===== src/rtl/fp_wb_csr.sv =====
// ---------------------------------------------------------------------------
// fp_wb_csr
// Writeback and control-status stage for the single-precision adder datapath.
//   - Decodes the 3-bit frm register into one-hot rounding mode lines.
//   - Buffers rounded results plus exception flags in a 2-entry skid buffer
//     toward register-file writeback.
//   - Accumulates sticky exception flags (fflags) readable/writable via CSR.
//
// Ports:
//   clk, rst_n             clock, asynchronous active-low reset
//   in_valid/in_ready      handshake from the rounding stage
//   in_result              rounded result {sign, exp, mant}
//   in_invalid..in_inexact exception flags for in_result
//   out_valid/out_ready    handshake toward writeback
//   out_result, out_flags  head-of-buffer result and flags {NV,DZ,OF,UF,NX}
//   csr_we, csr_addr,      CSR port: 0 = fflags, 1 = frm, 2 = fcsr,
//   csr_wdata, csr_rdata   3 = reserved (reads 0, writes ignored)
//   rne..rmm               one-hot rounding mode to the rounding stage
//   rm_illegal             frm holds a reserved encoding
// ---------------------------------------------------------------------------
module fp_wb_csr #(
  parameter int W = 32
) (
  input  logic         clk,
  input  logic         rst_n,
  input  logic         in_valid,
  output logic         in_ready,
  input  logic [W-1:0] in_result,
  input  logic         in_invalid,
  input  logic         in_dz,
  input  logic         in_overflow,
  input  logic         in_underflow,
  input  logic         in_inexact,
  output logic         out_valid,
  input  logic         out_ready,
  output logic [W-1:0] out_result,
  output logic [4:0]   out_flags,
  input  logic         csr_we,
  input  logic [1:0]   csr_addr,
  input  logic [7:0]   csr_wdata,
  output logic [7:0]   csr_rdata,
  output logic         rne,
  output logic         rtz,
  output logic         rdn,
  output logic         rup,
  output logic         rmm,
  output logic         rm_illegal
);

  logic [2:0]   frm;
  logic [4:0]   fflags;
  logic [1:0]   count;
  logic         rd_ptr;
  logic         wr_ptr;
  logic [W-1:0] res_mem [2];
  logic [4:0]   flg_mem [2];

  logic         push;
  logic         pop;
  logic [4:0]   in_flags;
  logic         fflags_wr;
  logic [4:0]   fflags_base;

  // Rounding mode decode straight from the frm register. Encodings 5..7 are
  // reserved: every mode line drops and the illegal indicator is raised.
  always_comb begin
    rne        = 1'b0;
    rtz        = 1'b0;
    rdn        = 1'b0;
    rup        = 1'b0;
    rmm        = 1'b0;
    rm_illegal = 1'b0;
    case (frm)
      3'd0:    rne        = 1'b1;
      3'd1:    rtz        = 1'b1;
      3'd2:    rdn        = 1'b1;
      3'd3:    rup        = 1'b1;
      3'd4:    rmm        = 1'b1;
      default: rm_illegal = 1'b1;
    endcase
  end

  // Overflow always implies inexact, so NX is forced on whenever OF is set
  // before the flags are stored or accumulated.
  assign in_flags = {in_invalid, in_dz, in_overflow, in_underflow,
                     in_inexact | in_overflow};

  // Acceptance depends only on registered state (count and frm), so there is
  // no combinational path from out_ready back to in_ready.
  assign in_ready  = (count != 2'd2) & ~rm_illegal;
  assign out_valid = (count != 2'd0);
  assign push      = in_valid & in_ready;
  assign pop       = out_valid & out_ready;

  assign out_result = res_mem[rd_ptr];
  assign out_flags  = flg_mem[rd_ptr];

  // Two-entry circular buffer. Storage is cleared on reset so the head reads
  // as zero; a simultaneous push and pop leaves the occupancy unchanged.
  always_ff @(posedge clk or negedge rst_n) begin
    if (!rst_n) begin
      count  <= 2'd0;
      rd_ptr <= 1'b0;
      wr_ptr <= 1'b0;
      for (int i = 0; i < 2; i++) begin
        res_mem[i] <= '0;
        flg_mem[i] <= '0;
      end
    end else begin
      if (push) begin
        res_mem[wr_ptr] <= in_result;
        flg_mem[wr_ptr] <= in_flags;
        wr_ptr          <= ~wr_ptr;
      end
      if (pop) begin
        rd_ptr <= ~rd_ptr;
      end
      if (push && !pop) begin
        count <= count + 2'd1;
      end else if (pop && !push) begin
        count <= count - 2'd1;
      end
    end
  end

  // A software write to fflags replaces the base value, but flags of a result
  // accepted in the same cycle are still ORed in so none are ever lost.
  assign fflags_wr   = csr_we & ((csr_addr == 2'd0) | (csr_addr == 2'd2));
  assign fflags_base = fflags_wr ? csr_wdata[4:0] : fflags;

  // CSR state. Flags accumulate at acceptance time; an frm write only affects
  // results accepted after it lands, entries already buffered keep theirs.
  always_ff @(posedge clk or negedge rst_n) begin
    if (!rst_n) begin
      fflags <= 5'd0;
      frm    <= 3'd0;
    end else begin
      fflags <= fflags_base | (push ? in_flags : 5'd0);
      if (csr_we && csr_addr == 2'd1) begin
        frm <= csr_wdata[2:0];
      end else if (csr_we && csr_addr == 2'd2) begin
        frm <= csr_wdata[7:5];
      end
    end
  end

  // Combinational CSR read; the reserved address reads back as zero.
  always_comb begin
    csr_rdata = 8'd0;
    case (csr_addr)
      2'd0:    csr_rdata = {3'd0, fflags};
      2'd1:    csr_rdata = {5'd0, frm};
      2'd2:    csr_rdata = {frm, fflags};
      default: csr_rdata = 8'd0;
    endcase
  end

endmodule


===== config.mk =====
export PLATFORM = sky130hd
export DESIGN_NAME = fp_wb_csr
export DESIGN_NICKNAME = d
export VERILOG_FILES = /design/src/rtl/fp_wb_csr.sv
export SDC_FILE = /design/constraint.sdc
export NUM_CORES = 1
export LEC_CHECK = 0
export CELL_PAD_IN_SITES_DETAIL_PLACEMENT = 2
export CELL_PAD_IN_SITES_GLOBAL_PLACEMENT = 2
export CORE_UTILIZATION = 35
export DETAILED_ROUTE_END_ITERATION = 8
export PLACE_DENSITY = 0.84
export REMOVE_ABC_BUFFERS = 1
export SETUP_SLACK_MARGIN = 0.15
export SKIP_LAST_GASP = 1
export SYNTH_ARGS = -nofsm -noshare
export SYNTH_HDL_FRONTEND = slang
export SYNTH_SLANG_ARGS = --single-unit

===== constraint.sdc =====
create_clock -name clk -period 3.92 [get_ports clk]
set_clock_uncertainty 0.05 [all_clocks]
set_input_delay 0.784 -clock clk [delete_from_list [all_inputs] [get_ports clk]]
set_output_delay 0.784 -clock clk [all_outputs]
set_load 0.01 [all_outputs]

Word level (Yosys, flattened, before mapping). Index checks and enable logic that the tools add are counted.

Bits in registers: 86. Input bits: 52. Word-level logic and storage cells: 70.

Add/sub/neg operators: 2. $lt $le $gt $ge: 3. Equality and inequality tests: 7. Muxes and demuxes: 25. Bitwise logic cells: 11. Reductions and logical operators: 13.

Operator list (number): two-way mux 32 bit (4); bitwise mux 64 bit (1); demux 32 bit (select 1 bit) (1); two-way mux 5 bit (6); case mux 8 bit (3 select lines) (1); bitwise mux 10 bit (1); equality test 3 x 2 -> 1 bit (second input constant) (2); two-way mux 1 bit (6); two-way mux 3 bit (2); nonzero test 2 bit (3); demux 5 bit (select 1 bit) (1); logical AND 1 bit (5); OR 5 bit (1); OR reduction 5 bit (1); AND 1 bit (4); >= comparator 2 bit (second input constant) (2); two-way mux 2 bit (2); inverter 1 -> 2 bit (2); equality test 3 x 1 -> 1 bit (second input constant) (1); equality test 3 bit (second input constant) (1); logical NOT 3 bit (1); adder 2 x 1 -> 2 bit (second input constant) (1); equality test 2 x 1 -> 1 bit (second input constant) (1); equality test 2 bit (second input constant) (1); other kinds (7) (10).

Depth between registers and ports, before layout. Gate-level depths: netlist (run 1).

Depth in word-level cells: 8. Depth in mapped cells: 7. Mapped depth without buffers: 6.

Worst setup path before layout (run 1). OpenSTA, ideal clock, no wires.

Path type: in2out. From: input csr_addr[0]. To: output csr_rdata[1]. Data arrival time: 1433 ps. Setup slack: 1653 ps. Stages on the path: 4. Path buffers: 1. Path through: clkbuf_1 -> nor2b_1 -> nand2_1 -> o21ai_0.

Cells in the longest elaborated chain, start to end: 2. Elaborated cells on any way between the ends: 4. Classes of those cells: eq/ne: 2; mux: 1; reduce/logical: 1.

RTL lines: start, declared (line 39) `input logic [1:0] csr_addr,`; equality test 2 bit (tied with other cells) (line 150) `case (csr_addr)`; case mux 8 bit (3 select lines) * (line 150); end, declared (line 41) `output logic [7:0] csr_rdata,`.

Mark *: on every way between the ends. The rest lies on a longest branch, timed or not.

Worst setup path after layout (run 1).
From: input csr_addr[1]. To: output csr_rdata[1].

The elaborated chain is that of the path after synthesis.

==> impl_results.md, run 1 <==
* Worst r2r dst: res_mem[23]$_DFFE_PN0P_
* Worst vdd ir at 0.000413 V
* Outcome: finished clean
* FF-to-FF setup slack at between 1.5 and 2 ns
* Leak pwr at 2.21 nW
* Die H at 108 um
* Number of synthesized register bits at 86
* Max incr delay on CP at ~0.57 ns
* Post-CTS setup buffers at 0
* Max-slew headroom at 26.0%
* Sequential standard cell area at 2150 um^2
* Pwr Density at 829 nW/um^2
* F_max at approximately 320 MHz
* Reg2Reg Launch Point: frm[1]$_DFFE_PN0P_
* Count of cell types in the netlist at 31
* CP Launch Type: input pin
* Commonest non-fill, non-tap cell in the layout: clkdlybuf4s50_1
* Worst path slowest cell: clkdlybuf4s50_1
* Drt first pass iters at 4
* 1st-iter DRT viols at 69
* Core Area at 10900 um^2
* Avg Inst Size Synth at 13.8 um^2
* Arr. time, crit path at 2.30 ns
* Skew-Pair Late Insertion Delay at 0.33 ns
* Number of synthesized flops with an enable pin at 0
* Gate Count Post-Synth at 287
* Max-slew violation count at 0
* Largest area contributor in the netlist: dfrtp_1
* Setup TNS Final at 0 ns
* Crit path top cell by count: clkdlybuf4s50_1
* Max Root-Sink Buffers at 2
* CP Data Required Time at 3.09 ns
* Root Driver: clkbuf_16
* HP Class: reg -> reg
* Worst hold path depth at 1
* Post-route minimum period at around 3.1 ns
* Most frequent cells in the layout: 103 x clkdlybuf4s50_1, 90 x mux2_2, 85 x dfrtp_1
* CP endpoint: csr_rdata[1]
* Synth top area cells: dfrtp_1 54%, mux2_2 26%, mux2_1 6.0%
* Ant. Diodes at 0
* Detailed placement HPWL at between 6 and 7 mm
* Final Cell Area at between 5000 and 6000 um^2
* Vias post-DR at 2651
* Number of global-route vias before repair at 3086
* Setup violations, final at 0
* Number of max-cap violations at 0
* GRT Total Usage at 19.0%
* Placer Congestion at about 0.76
* CTS tree: built
* Area of the multi-input gates at 1680 um^2
* Setup crit start: csr_addr[1]
* Area Growth Syn to Fin at 36.7%
* Die footprint at 11700 um^2
* CTS Sinks at 86
* Total wire length at 10.3 mm
* Clock Pin Slew Worst Setup and Hold Paths at 0.06 ns
* Die width at 108 um
* WS Path Type: in -> out
* Largest net degree at the start of global routing at slightly below 90
* Tcrit/Tclk final at about four fifths
* R2R cell count at 5
* # port buffers at about 100
* Slew @ Worst Pin at 1.11 ns
* DRC errors left at 0
* Hold Buf Count CTS at 0
* Wire per inst at 19.3 um
* Crit end category: output pin
* Initial antenna violation count at 0
* TritonCTS buffer count at 9
* Placed instance area at 5110 um^2
* ANT nets after route at 0
* Final hold violation count at 0
* IO Count at between 100 and 150
* Crit path cell chain: clkdlybuf4s50_1 > nor2b_1 > nand2_1 > o21ai_0 > clkdlybuf4s50_1
* First-pass GRT wire length at 16.6 mm
* RSZ-0062 raised after global routing: false
* Initial Utilization at 36.1%
* Syn. warnings at 0
* Nets at about 440
* CTS H-tree lvls at 3
* CP Max Fanout at 7
* FFs w/ async S/R, synth at 100%
* Vias per cell at about 5
* Register area share after synthesis at 54.5%
* Rows at 38
* Share of the synthesized area in the top cell type at between 50% and 60%
* Main synth FF type: dfrtp_1
* Total gr overflow at 0
* Layout cells sized above 1 at 29.8%
* CTS resizes at 0
* # fillers at 1078
* Mapped Area at about 4000 um^2
-- how the worst min path moves through the flow --
stage                                 start                 endpoint  slack [ns]
floorplan           res_mem[10]$_DFFE_PN0P_  res_mem[10]$_DFFE_PN0P_        0.40
global placement    res_mem[18]$_DFFE_PN0P_  res_mem[18]$_DFFE_PN0P_        0.41
detailed placement  res_mem[19]$_DFFE_PN0P_  res_mem[19]$_DFFE_PN0P_        0.42
CTS                 res_mem[11]$_DFFE_PN0P_  res_mem[11]$_DFFE_PN0P_        0.44
global route        res_mem[11]$_DFFE_PN0P_  res_mem[11]$_DFFE_PN0P_        0.45
finish              res_mem[11]$_DFFE_PN0P_  res_mem[11]$_DFFE_PN0P_        0.43
-- cell type report --
class	count	area share [%]
inverters	8	0.556
clock inverters	3	0.834
flip-flops and latches	86	39.9
repair buffers	108	19.8
well taps	140	3.24
clock buffers	12	4.56
multi-input cells	175	31.2
-- logic make-up (layout without fill, tap and decap cells) --
| logic type | after synthesis | after routing | share of synthesized area, % |
|---|---|---|---|
| AOI/OAI and AO/OA | 18 | 18 | 3.90 |
| adders and majority gates | 1 | 1 | 0.317 |
| xor gates and xnor gates | 5 | 5 | 1.11 |
| muxes | 111 | 111 | 31.6 |
| and+or+nand+nor | 40 | 40 | 5.64 |
| buffers and inverters | 26 | 131 | 2.91 |
| DFF | 86 | 86 | 54.5 |
-- metrics by stage --
step	hold slack (ns)	utilization, %	setup slack (ns)	total power [mW]	std cells
final	0.430	49.4	0.782	4.48	532
after global routing	0.449	49.4	0.674	4.76	532
after CTS	0.437	49.4	0.755	4.57	532
after detailed placement	0.423	46.7	0.757	3.66	517
after global placement	0.411	46.7	0.817	3.54	517
after floorplan	0.402	-	1.27	2.65	269
-- sequential cells by signal, indices dropped and copies added (netlist names) --
signal and flops:
wr_ptr 1, fflags 5, res_mem 64, frm 3
rd_ptr 1, flg_mem 10, count 2
-- routing by layer --
metal | up-vias | wire [um] | track usage, %
met5 | - | 0 | 0
met4 | 0 | 95 | 6.56
met3 | 8 | 703 | 5.73
met2 | 75 | 5150 | 32.3
met1 | 1354 | 4320 | 22.8
li1 | 1214 | - | -
-- power breakdown --
group	internal [mW]	switching (mW)	total, mW	leakage, nW
logic	1.26	0.809	2.07	1.07
registers	1.32	0.239	1.56	1.01
clock network	0.508	0.336	0.844	0.135
total	3.10	1.38	4.48	2.21
-- worst max-delay path, delay by kind of cell --
kind            cells  cell delay (ns)
simple gates        2             0.32
compound gates      1             0.10
buf+inv             2             1.10
-- synthesized netlist by cell type, drive strengths merged, types with 3 or more instances --
master and n:
clkbuf 8, nand2 6, o21ai 4, buf 10, and2 3, a221o 3
nor3b 3, dfrtp 86, nor2 12, nor2b 6, inv 8, a31oi 3
mux2 111, o221a 3, xor2 3, o32a 3, nand2b 3
Note: power is estimated with default switching activity, not from simulation.
==> inputs of run 2 (changes only) <==
--- a/config.mk
+++ b/config.mk
@@ -7,9 +7,9 @@
 export LEC_CHECK = 0
 export CELL_PAD_IN_SITES_DETAIL_PLACEMENT = 2
 export CELL_PAD_IN_SITES_GLOBAL_PLACEMENT = 2
-export CORE_UTILIZATION = 35
+export CORE_UTILIZATION = 29
 export DETAILED_ROUTE_END_ITERATION = 8
-export PLACE_DENSITY = 0.84
+export PLACE_DENSITY = 0.75
 export REMOVE_ABC_BUFFERS = 1
 export SETUP_SLACK_MARGIN = 0.15
 export SKIP_LAST_GASP = 1
==> constraint.sdc (replaced) <==
create_clock -name clk -period 2.82 [get_ports clk]
set_clock_uncertainty 0.05 [all_clocks]
set_input_delay 0.564 -clock clk [delete_from_list [all_inputs] [get_ports clk]]
set_output_delay 0.564 -clock clk [all_outputs]
set_load 0.01 [all_outputs]
==> run 2 against run 1 <==
Global-route usage fell by 3.7 points. Sequential cell count stayed put. Combinational power increased by 39%. Hold slack lost 0.26 ns. Critical path depth fell by 1.
==> impl_results.md, run 2 (same netlist as run 1, synthesis figures left out) <==
* GR peak layer: met2
* # fillers at 1365
* Layout cells sized above 1 at 30.3%
* ANT nets after route at 0
* Nets at approximately 450
* Max reg flops at 64
* Max-slew headroom at 60.1%
* CTS Sinks at 86
* Layout Utilization at 41.5%
* Max Root-Sink Buffers at 2
* CTS tree: built
* Met3 Use GR at 4.05%
* Die width at between 100 and 150 um
* Pwr Density at 1120 nW/um^2
* Final Cell Area at between 5000 and 6000 um^2
* Vias post-DR at 2691
* CTS H-tree lvls at 3
* Number of global-route vias before repair at 3061
* RSZ-0062 raised after global routing: true
* Total wire length at 10.0 mm
* CP Max Fanout at 3
* Hold Buf Count CTS at 0
* Placed instance area at 5210 um^2
* HP Class: in -> async
* Max-slew violation count at 0
* Leak pwr at around 2.3 nW
* Initial Utilization at 29.8%
* Crit end category: output pin
* Initial antenna violation count at 0
* DP Cell Count at 557
* Arr. time, crit path at 2.03 ns
* Wire per inst at 17.5 um
* Worst vdd ir at 0.000483 V
* First-pass GRT wire length at ~16 mm
* GR Layer Usage met1 at 17.5%
* Total gr overflow at 0
* Final hold violation count at 0
* Largest registers: res_mem (64), flg_mem (10), fflags (5)
* Die footprint at around 14000 um^2
* Die H at approximately 120 um
* TritonCTS buffer count at 9
* Met2 Track Usage GR at 26.6%
* Power after layout at 6.18 mW
* Vias per cell at between 4 and 5
* Placer Congestion at 0.796
* # port buffers at 104
* Detailed placement HPWL at 7.05 mm
* Area Growth Syn to Fin at 39.2%
* Tcrit/Tclk final at 93.7%
* Skew-Pair Late Insertion Delay at 0.34 ns
* Slew @ Worst Pin at 0.598 ns
* Outcome: finished clean
* CP Launch Type: input pin
* GRT Total Usage at between 10% and 20%
* 1st-iter DRT viols at 50
* WS Path Type: in -> out
* Drt first pass iters at 4
* Setup violations, final at 0
* F_max at between 300 and 400 MHz
* Root Driver: clkbuf_16
* CP Data Required Time at 2.21 ns
* Core Area at 13200 um^2
* Commonest non-fill, non-tap cell in the layout: clkdlybuf4s50_1
* Clock Pin Slew Worst Setup and Hold Paths at 0.06 ns
* Setup TNS Final at 0 ns
* Most frequent cells in the layout: 100 x clkdlybuf4s50_1, 90 x mux2_2, 85 x dfrtp_1
* Largest register by flop count: res_mem
* Final Non-Filler Cells at 572
* Post-route minimum period at roughly 2.6 ns
* Number of max-cap violations at 0
* DRC errors left at 0
* Ant. Diodes at 0
* IO Count at 105
* Largest net degree at the start of global routing at 45
* Rows at 42
## run 2: power breakdown
part / internal [mW] / leakage (nW) / switching, mW / total, mW
Combinational: 1.79 / 1.13 / 1.08 / 2.87
Clock: 0.681 / 0.134 / 0.457 / 1.14
Sequential: 1.84 / 1.01 / 0.334 / 2.17
Total: 4.31 / 2.27 / 1.87 / 6.18
## run 2: layout make-up
class	instances	area, um^2	area share [%]
flip-flops and latches	86	2150	39.2
clock inverters	2	35.0	0.637
repair buffers	112	1130	20.5
inverters	8	30.0	0.546
well taps	176	220	4.01
clock buffers	13	240	4.37
multi-input cells	175	1690	30.8
## run 2: routing by layer
layer,share of wire [%],vias up
met5,0,-
met4,1.9,0
met3,5.0,14
met2,51,71
met1,42,1385
li1,-,1221
## run 2: worst paths after layout
check,to,slack [ns],depth (start not counted),from
setup / recovery,csr_rdata[6],0.18,4,csr_addr[1]
hold / removal,res_mem[20]$_DFFE_PN0P_,0.17,1,rst_n
setup reg to reg,res_mem[21]$_DFFE_PN0P_,0.82,5,frm[1]$_DFFE_PN0P_
hold reg to reg,res_mem[14]$_DFFE_PN0P_,0.43,1,res_mem[14]$_DFFE_PN0P_
max in group asynchronous,res_mem[60]$_DFFE_PN0P_,1.89,2,rst_n
min in group clk,res_mem[14]$_DFFE_PN0P_,0.43,1,res_mem[14]$_DFFE_PN0P_
## run 2: what timing repair did
item                                   4_1_cts  5_1_grt
setup endpoints to repair                    3        2
resized for setup                            2        3
setup buffers                                0        0
endpoints found under the hold margin        0        0
## run 2: stage by stage
stage                     hold WS, ns  setup slack [ns]
after CTS                       0.182             0.155
final                           0.166             0.179
after floorplan                 0.218             0.281
after detailed placement        0.423            0.0400
after global routing            0.203             0.145
after global placement          0.411             0.189
## run 2: worst max-delay path, stage by stage
cell             delay [ns]
clkdlybuf4s50_1        0.55
nor2b_1                0.23
and2_1                 0.15
clkdlybuf4s50_1        0.53
